<file path="config.mk">
export PLATFORM = sky130hd
export DESIGN_NAME = cache_mem_arbiter
export DESIGN_NICKNAME = d
export VERILOG_FILES = /design/src/rtl/cache_mem_arbiter.sv
export SDC_FILE = /design/constraint.sdc
export NUM_CORES = 1
export LEC_CHECK = 0
export CAP_MARGIN = 40
export CELL_PAD_IN_SITES_DETAIL_PLACEMENT = 0
export CELL_PAD_IN_SITES_GLOBAL_PLACEMENT = 2
export CORE_AREA = 2 2 393 395
export DETAILED_ROUTE_END_ITERATION = 8
export DIE_AREA = 0 0 395 397
export GPL_ROUTABILITY_DRIVEN = 0
export GPL_TIMING_DRIVEN = 0
export PLACE_DENSITY_LB_ADDON = 0.1
export SYNTH_ARGS = -nofsm -noshare
export SYNTH_HDL_FRONTEND = slang
export SYNTH_SLANG_ARGS = --single-unit
export TNS_END_PERCENT = 30
</file>
<file path="constraint.sdc">
create_clock -name clk -period 2.25 [get_ports clk]
set_clock_uncertainty 0.2 [all_clocks]
set_input_delay 0.225 -clock clk [delete_from_list [all_inputs] [get_ports clk]]
set_output_delay 0.225 -clock clk [all_outputs]
set_load 0.05 [all_outputs]
</file>
<file path="src/rtl/cache_mem_arbiter.sv">
// Arbitrates the icache and dcache onto one burst memory port: reads are collected beat by beat into a line, write lines are sent out as beats.
// Optional build macro ARB_ROUND_ROBIN_EN: ties alternate between the caches instead of always going to the dcache.
`timescale 1ns/1ps
module cache_mem_arbiter #(
   parameter int LINE_W = 256,
   parameter int BEAT_W = 64
) (
   input  logic              clk,
   input  logic              rst,
   input  logic [31:0]       i_addr,
   input  logic              i_read,
   output logic [LINE_W-1:0] i_rdata,
   output logic              i_resp,
   input  logic [31:0]       d_addr,
   input  logic              d_read,
   input  logic              d_write,
   input  logic [LINE_W-1:0] d_wdata,
   output logic [LINE_W-1:0] d_rdata,
   output logic              d_resp,
   output logic [31:0]       bmem_addr,
   output logic              bmem_read,
   output logic              bmem_write,
   output logic [BEAT_W-1:0] bmem_wdata,
   input  logic              bmem_ready,
   input  logic [BEAT_W-1:0] bmem_rdata,
   input  logic              bmem_rvalid
);

   localparam int NB    = LINE_W / BEAT_W;
   localparam int KW    = $clog2(NB);
   localparam int OFF_W = $clog2(LINE_W / 8);
   localparam logic [KW-1:0] K_LAST = KW'(NB - 1);

   typedef enum logic [2:0] {IDLE, RD_ISSUE, RD_WAIT, WR_BURST, DONE} state_t;

   state_t            state, state_nx;
   logic [KW-1:0]     k;
   logic              owner_d;
   logic [31:0]       addr_q;
   logic [LINE_W-1:0] wdata_q;
   logic [LINE_W-1:0] line_q;
   logic              i_req, d_req, grant, grant_d, tie_to_d;
   logic [31:0]       grant_addr;
   logic              unused_addr_bits;

   assign unused_addr_bits = ^{i_addr[OFF_W-1:0], d_addr[OFF_W-1:0]};
   assign i_req = i_read;
   assign d_req = d_read | d_write;

`ifdef ARB_ROUND_ROBIN_EN
   // last_d: 1 when the dcache was the most recent grant
   logic last_d;
   assign tie_to_d = ~last_d;

   always_ff @(posedge clk) begin
      if (rst) last_d <= 1'b0;
      else if (grant) last_d <= grant_d;
   end
`else
   assign tie_to_d = 1'b1;
`endif

   always_ff @(posedge clk) begin
      if (rst) state <= IDLE;
      else state <= state_nx;
   end

   always_comb begin
      state_nx   = state;
      grant      = 1'b0;
      grant_d    = 1'b0;
      grant_addr = '0;
      case (state)
         IDLE: begin
            if (i_req || d_req) begin
               grant      = 1'b1;
               grant_d    = d_req && (!i_req || tie_to_d);
               grant_addr = grant_d ? d_addr : i_addr;
               // a dcache request with both read and write set is a write
               state_nx   = (grant_d && d_write) ? WR_BURST : RD_ISSUE;
            end
         end
         RD_ISSUE: if (bmem_ready) state_nx = RD_WAIT;
         RD_WAIT:  if (bmem_rvalid && k == K_LAST) state_nx = DONE;
         WR_BURST: if (bmem_ready && k == K_LAST) state_nx = DONE;
         DONE:     state_nx = IDLE;
         default:  state_nx = IDLE;
      endcase
   end

   always_ff @(posedge clk) begin
      if (rst) begin
         k       <= '0;
         owner_d <= 1'b0;
         addr_q  <= '0;
         wdata_q <= '0;
         line_q  <= '0;
      end else begin
         case (state)
            IDLE: begin
               if (grant) begin
                  owner_d <= grant_d;
                  addr_q  <= {grant_addr[31:OFF_W], {OFF_W{1'b0}}};
                  k       <= '0;
                  if (grant_d && d_write) wdata_q <= d_wdata;
               end
            end
            RD_WAIT: begin
               if (bmem_rvalid) begin
                  line_q[BEAT_W*k +: BEAT_W] <= bmem_rdata;
                  k <= k + 1'b1;
               end
            end
            WR_BURST: if (bmem_ready) k <= k + 1'b1;
            default: ;
         endcase
      end
   end

   // Moore outputs: decoded only from registered state, counter and latches
   assign bmem_read  = (state == RD_ISSUE);
   assign bmem_write = (state == WR_BURST);
   assign bmem_addr  = (bmem_read || bmem_write) ? addr_q : '0;
   assign bmem_wdata = bmem_write ? wdata_q[BEAT_W*k +: BEAT_W] : '0;
   assign i_resp     = (state == DONE) && !owner_d;
   assign d_resp     = (state == DONE) && owner_d;
   assign i_rdata    = line_q;
   assign d_rdata    = line_q;

endmodule

</file>
# == Word-level counts from Yosys, hierarchy flattened ==
# Cells that the tools add are included.
# op_classes
n_addsub,2
multipliers,0
div,0
magnitude_cmp,0
eq_ne,12
n_shift,3
n_mux,19
bitwise_logic,1
reduce_logical,16
# ops
operator,n
256-bit bitwise mux,1
64-bit by 34-bit variable shift with 256-bit output (first input constant),1
256-bit by 9-bit variable part select with 64-bit output,1
64-bit by 34-bit variable part select with 256-bit output,1
32-bit 2-to-1 mux,3
64-bit 2-to-1 mux,1
8-bit negation with 34-bit output,1
3-bit 2-to-1 mux,4
3-bit one-hot mux with 4 select lines,1
2-bit 2-to-1 mux,4
2-bit inequality test (second input constant),4
4-bit AND reduction,2
3-bit by 2-bit equality test with 1-bit output (second input constant),2
1-bit logical AND,6
2-bit by 1-bit inequality test with 1-bit output (second input constant),3
2-bit one-hot mux with 3 select lines,1
1-bit 2-to-1 mux,4
2-bit AND reduction,2
3-bit by 1-bit equality test with 1-bit output (second input constant),1
3-bit equality test (second input constant),1
3-bit logical NOT,1
3-bit AND reduction,1
3-bit nonzero test,1
2-bit by 1-bit adder with 2-bit output (second input constant),1
other kinds (4),5
# word_totals
register_bits,545
latch_bits,0
ram_bits,0
rom_bits,0
mem_count,0

# == Depth between registers and ports, before layout ==
# Gate-level depths: netlist of the first run.
# depth
word_depth,6
ltp_mapped,9
depth_no_buf,5

# == Worst setup path before layout of the first run ==
# Ideal clock, no wire load.
# synth_timing
kind,register to output
start,register state[1]
end,output d_resp
arrival_time_ns,2.264
required_ns,1.825
path_slack_ns,-0.439
path_stages_with_launch,4
cell_sequence,dfxtp_1 clkbuf_1 clkbuf_1 nor4bb_1
# synth_via
elab_chain_len,2
# synth_rtl
item,line_no,source
"start, declared",36,"state_t state, state_nx;"
"start signal, assigned",65,else state <= state_nx;
3-bit equality test,126,assign d_resp = (state == DONE) && owner_d;
1-bit logical AND,126,
"end, declared",19,"output logic d_resp,"
# No other way between the ends.

# == Worst setup path in the final report of the first run ==
# layout_timing
start,register k[0]
end,output bmem_wdata[39]
# layout_via
elab_chain_len,2
# layout_rtl
item,line_no,source
"start, declared",37,logic [KW-1:0] k;
"start signal, assigned",111,k <= k + 1'b1;
"start signal, assigned",114,WR_BURST: if (bmem_ready) k <= k + 1'b1;
256-bit by 9-bit variable part select with 64-bit output,124,assign bmem_wdata = bmem_write ? wdata_q[BEAT_W*k +: BEAT_W] : '0;
64-bit 2-to-1 mux,124,
"end, declared",23,"output logic [BEAT_W-1:0] bmem_wdata,"
# No other way between the ends.

==> flow_metrics.tcl, run 1 <==
set metrics [dict create \
    path_max_fanout 5 \
    min_path_type "input port to flop" \
    max_clock_freq_mhz 368 \
    ys_types 40 \
    root_buffer "clkbuf_16" \
    cts.sinks 545 \
    row_count 144 \
    slew_headroom_pct 37.7 \
    final_util_pct 30.1 \
    io_buffers 986 \
    ys_seq_area_share_pct 44.0 \
    drt-initial-drc-count 1604 \
    crit_path_start_kind "flop" \
    p_int_mw 23.9 \
    drive_gt1_share_pct 22.1 \
    p_switching_mw 13.4 \
    ios 1003 \
    finalHoldViolations 0 \
    netlist_top_cells_area "dfxtp_1, a21oi_1, buf_4" \
    synth_area_um2 24800 \
    rsz0062_at_grt "true" \
    core-area_um2 153000 \
    routed_via_density 4.24 \
    grt_pass1_wl_um 227000 \
    place_hpwl_um 135000 \
    critPathRequiredTime_ps 1820 \
    clock_power_share_pct 33.9 \
    worst_pin_slew_ps 934 \
    die_area_um2 157000 \
    ant_nets 0 \
    overflow 0 \
    area_growth_pct 85.7 \
    antenna_found_initial 46 \
    ys_seq_elements 545 \
    grt_pass1_vias 28100 \
    place_inst 6021 \
    setup_ws_ps -464 \
    cts_buffers 77 \
    min_period_ps 2710 \
    clock_latency_ps 650 \
    regArea_um2 10900 \
    multi_input_area_um2 11000 \
    drt-total-wl_um 170000 \
    ir_drop_uv 522 \
    postSynthCellCount 2970 \
    h-tree-depth 3 \
    syn_area_per_cell_um2 8.35 \
    violations "negative setup slack" \
    p_comb_share_pct 35.6 \
    ys_warn_count 0 \
    nets 4820 \
    yosysTopAreaCell "dfxtp_1" \
    die_h_um 397 \
    maxCapViolCount 0 \
    cts.clk_slew.worst_paths_ps 60 \
    fillers 16300 \
    cts_max_path_buffers 3 \
    cts_tree "yes" \
    slew_viol_final 0 \
    vias 27800 \
    whs_ps 40.7 \
    status "complete, but fails checks" \
    end_kind "output pin" \
    drtPass1Iterations 5 \
    switching_share_pct 36.0 \
    instances_no_fill 6544 \
    wl_per_cell_um 26.0 \
    setup-violations-final 943 \
    grt_max_degree 12 \
    die-width_um 395 \
    initial_core_util_pct 16.2 \
    leakage_nw 17.3 \
    route.detailed.drc 0 \
    crit_type "flop to output pin" \
    arrival_ps 2290 \
    grt_usage_pct 20.5 \
    synth_top_area_share_pct 44.0 \
    power_density_nw_per_um2 811 \
    seq_power_share_pct 30.5 \
    fin_crit_sh_pct 121 \
]
-- what timing repair did --
action | 4_1_cts | 5_1_grt
pin swaps | 30 | 172
endpoints found under the setup margin | 1141 | 1131
buffers inserted | 10 | 33
cloned | 5 | 24
gates resized for setup | 940 | 353
hold buffers | 301 | 0
hold endpoints to repair | 278 | 0
-- per-layer routing --
layer  wire length (um)  GRT usage (%)
met1              70100           24.5
met2              85900           36.6
met3               8230           3.87
met4               5710           7.27
met5                172              0
-- cell usage in the layout (no fill, tap or decap), types with 10 or more instances in the layout --
| cell | netlist | layout |
|---|---|---|
| clkdlybuf4s50_1 | 0 | 844 |
| nand2_1 | 541 | 540 |
| dfxtp_1 | 545 | 533 |
| a21oi_1 | 542 | 515 |
| buf_4 | 283 | 309 |
| dlygate4sd3_1 | 0 | 301 |
| o21ai_0 | 286 | 285 |
| nand4_1 | 256 | 256 |
| clkbuf_1 | 175 | 127 |
| clkbuf_16 | 0 | 103 |
| buf_6 | 27 | 80 |
| buf_8 | 0 | 74 |
| mux4_2 | 64 | 64 |
| and3_4 | 0 | 64 |
| clkbuf_2 | 0 | 54 |
| buf_12 | 0 | 46 |
| buf_2 | 75 | 43 |
| dlymetal6s2s_1 | 0 | 33 |
| a311oi_1 | 28 | 28 |
| a21oi_2 | 0 | 27 |
| and2_4 | 0 | 24 |
| clkbuf_8 | 0 | 23 |
| clkinv_2 | 0 | 17 |
| diode_2 | 0 | 16 |
| clkbuf_4 | 0 | 10 |
-- through the flow --
stage | instance area [um^2] | setup WS [ps] | total power [mW] | TNS, ps
finish | 46000 | -464 | 37.3 | -165180
global route | 46000 | -545 | 39.0 | -247250
CTS | 44400 | -561 | 36.2 | -306820
detailed placement | 37500 | -1650 | 21.9 | -641510
global placement | 37300 | -1710 | 21.8 | -648810
floorplan | 24800 | -82.3 | 17.1 | -82.3
-- registers in the layout, summed over array words and instances, names as in the netlist --
register,cells
k,2
state,3
d_rdata,256
owner_d,1
wdata_q,256
addr_q,27
-- power by group through the flow --
stage | Combinational (mW) | Sequential, mW | Clock (mW)
detailed placement | 10.3 | 11.5 | 0
CTS | 11.8 | 11.4 | 13.1
floorplan | 5.52 | 11.6 | 0
finish | 13.3 | 11.4 | 12.7
global route | 14.1 | 11.5 | 13.5
global placement | 10.3 | 11.5 | 0
-- synth_stat cells --
| library cell | number |
|---|---|
| a21bo_2 | 1 |
| a21oi_1 | 542 |
| a311o_1 | 1 |
| a311oi_1 | 28 |
| a31o_2 | 1 |
| a32o_1 | 1 |
| and2_1 | 28 |
| and3_1 | 64 |
| and3b_1 | 1 |
| and4bb_1 | 1 |
| buf_1 | 9 |
| buf_2 | 75 |
| buf_4 | 283 |
| buf_6 | 27 |
| clkbuf_1 | 175 |
| clkinv_1 | 3 |
| conb_1 | 1 |
| dfxtp_1 | 545 |
| ha_1 | 5 |
| inv_1 | 6 |
| mux2_2 | 2 |
| mux2i_1 | 1 |
| mux4_2 | 64 |
| nand2_1 | 541 |
| nand2b_1 | 1 |
| nand3_1 | 1 |
| nand4_1 | 256 |
| nand4bb_1 | 1 |
| nor2_1 | 3 |
| nor2_2 | 1 |
| nor2b_1 | 5 |
| nor3_1 | 1 |
| nor3b_1 | 4 |
| nor4_1 | 1 |
| nor4b_2 | 1 |
| nor4bb_1 | 1 |
| o21ai_0 | 286 |
| or3_1 | 1 |
| or3b_2 | 1 |
| or4b_1 | 1 |
-- cell type report --
| cell class | instances | area share, % |
|---|---|---|
| multi-input combinational | 1851 | 23.8 |
| inverter | 9 | 0.101 |
| antenna | 16 | 0.0870 |
| tap | 2044 | 5.55 |
| timing repair buffer | 1374 | 31.9 |
| sequential | 545 | 23.8 |
| buffer | 566 | 9.16 |
| clock inverter | 28 | 0.734 |
| clock buffer | 111 | 4.86 |
-- cell families (layout without fill, tap and decap cells) --
kind of cell,count (synthesis),in the layout,share of synthesized area (%)
simple gates,914,914,17.7
compound gates,860,860,17.9
buf+inv,578,2088,14.2
flops,545,545,44.0
mux,67,67,5.94
fa+ha+maj,5,5,0.252
other cells,1,21,0.0151
-- worst max-delay path: stages (launching register included) --
cell	delay (ps)
dfxtp_4	410
clkbuf_16	200
clkbuf_16	170
mux4_2	500
and3_4	200
buf_8	150
-- final timing paths --
path	start	end	slack, ps	depth (start not counted)
worst max-delay path	k[0]	bmem_wdata[39]	-460	5
worst min-delay path	d_wdata[34]	wdata_q[34]	40	3
worst max register to register	k[0]	d_rdata[240]	-370	11
worst min register to register	wdata_q[135]	wdata_q[135]	250	2
No activity file was read; power rests on OpenSTA's default activity.
==> run 2: changes to the inputs <==
--- a/config.mk
+++ b/config.mk
@@ -13,7 +13,8 @@
 export DIE_AREA = 0 0 395 397
 export GPL_ROUTABILITY_DRIVEN = 0
 export GPL_TIMING_DRIVEN = 0
-export PLACE_DENSITY_LB_ADDON = 0.1
+export PLACE_DENSITY = 0.62
+export SETUP_SLACK_MARGIN = 0.15
 export SYNTH_ARGS = -nofsm -noshare
 export SYNTH_HDL_FRONTEND = slang
 export SYNTH_SLANG_ARGS = --single-unit
==> flow_metrics.tcl, run 2 (same netlist as run 1, synthesis figures left out) <==
set metrics [dict create \
    vias 28200 \
    grt_pass1_vias 28400 \
    rsz0062_at_grt "true" \
    initial_core_util_pct 16.2 \
    violations "negative setup slack" \
    overflow 0 \
    arrival_ps 2320 \
    layout_commonest_cell "clkdlybuf4s50_1" \
    status "complete, but fails checks" \
    nets 4808 \
    cts_tree "yes" \
    routed_via_density 4.32 \
    ir_drop_uv 431 \
    maxCapViolCount 0 \
    antenna_found_initial 32 \
    drive_gt1_share_pct 23.6 \
    crit_path_start_kind "flop" \
    cts_max_path_buffers 3 \
    max_clock_freq_mhz 364 \
    grt_max_degree 12 \
    cts_buffers 72 \
    setup-violations-final 785 \
    ios 1003 \
    area_growth_pct 82.8 \
    critPathRequiredTime_ps 1820 \
    path_max_fanout 8 \
    grt_usage_pct 21.0 \
    final_util_pct 29.6 \
    die_h_um 397 \
    worst_pin_slew_ps 834 \
    finalHoldViolations 0 \
    ant_nets 0 \
    tns_ps -130320 \
    drt-initial-drc-count 1683 \
    crit_type "flop to output pin" \
    place_hpwl_um 136000 \
    layout_common_cells "clkdlybuf4s50_1, nand2_1, dfxtp_1, a21oi_1, buf_4" \
    route.detailed.drc 0 \
    min_path_type "input port to flop" \
    setup_ws_ps -498 \
    min_period_ps 2750 \
    wl_per_cell_um 26.3 \
    root_buffer "clkbuf_16" \
    leakage_nw 16.7 \
    drtPass1Iterations 6 \
    fillers 16300 \
    slew_viol_final 0 \
    drt-total-wl_um 172000 \
    cts.clk_slew.worst_paths_ps 60 \
    slew_headroom_pct 44.4 \
    die_area_um2 157000 \
    fin_crit_sh_pct 122 \
    power_density_nw_per_um2 787 \
    core-area_um2 153000 \
    row_count 144 \
    clock_latency_ps 660 \
    die-width_um 395 \
    end_kind "output pin" \
    h-tree-depth 3 \
    io_buffers 986 \
    grt_pass1_wl_um 231000 \
    cts.sinks 545 \
]
-- run 2: worst paths after layout --
| kind | startpoint | end | slack [ps] | cells past startpoint |
|---|---|---|---|---|
| worst max-delay path | k[0] | bmem_wdata[62] | -500 | 5 |
| worst min register to register | wdata_q[247] | wdata_q[247] | 250 | 2 |
| worst min-delay path | d_wdata[79] | wdata_q[79] | 40 | 3 |
| worst max register to register | k[0] | d_rdata[191] | -300 | 11 |
-- run 2: what timing repair did --
item,CTS,global route
endpoints found under the setup margin,1142,1142
gates resized for setup,979,445
setup buffers,13,30
pin swaps,38,91
hold buffers,299,0
cloned,6,11
endpoints found under the hold margin,274,0
-- run 2: layout make-up --
type                            count  area (um^2)  area share (%)
Sequential cell                   545        10900            24.2
Multi-Input combinational cell   1851        11000            24.3
Timing Repair Buffer             1364        14000            31.0
Clock inverter                     22          253           0.558
Tap cell                         2044         2560            5.64
Antenna cell                       16         40.0          0.0883
Inverter                            9         47.5           0.105
Buffer                            569         4350            9.59
Clock buffer                      103         2090            4.61
-- run 2: critical path: stages (launching register included) --
cell and delay (ps):
dfxtp_4 360, buf_12 180, buf_12 130, mux4_2 610, and3_4 230, buf_6 150
-- run 2: where the power goes --
part	switching [mW]	total [mW]	internal, mW
logic	7.42	12.6	5.20
clock network	4.96	11.8	6.83
registers	0.699	11.3	10.6
total	13.1	35.7	22.6
-- run 2: per-layer routing --
metal  track usage, %  routed length [um]
met1             24.9               70400
met4             6.43                5220
met2             37.6               86900
met5                0                  97
met3             4.41                9130
-- run 2: per-stage QoR --
stage                     power, mW  area, um^2  hold slack (ps)  setup WS [ps]  std cells
after floorplan                17.1       24900              161          -82.3       2974
after global placement         21.8       37300              241          -1590       6004
after detailed placement       21.9       37600              243          -1620       6023
after CTS                      35.5       44400            0.679           -591       6466
after global routing           37.3       45300             3.84           -582       6518
final                          35.7       45300             35.8           -498       6523
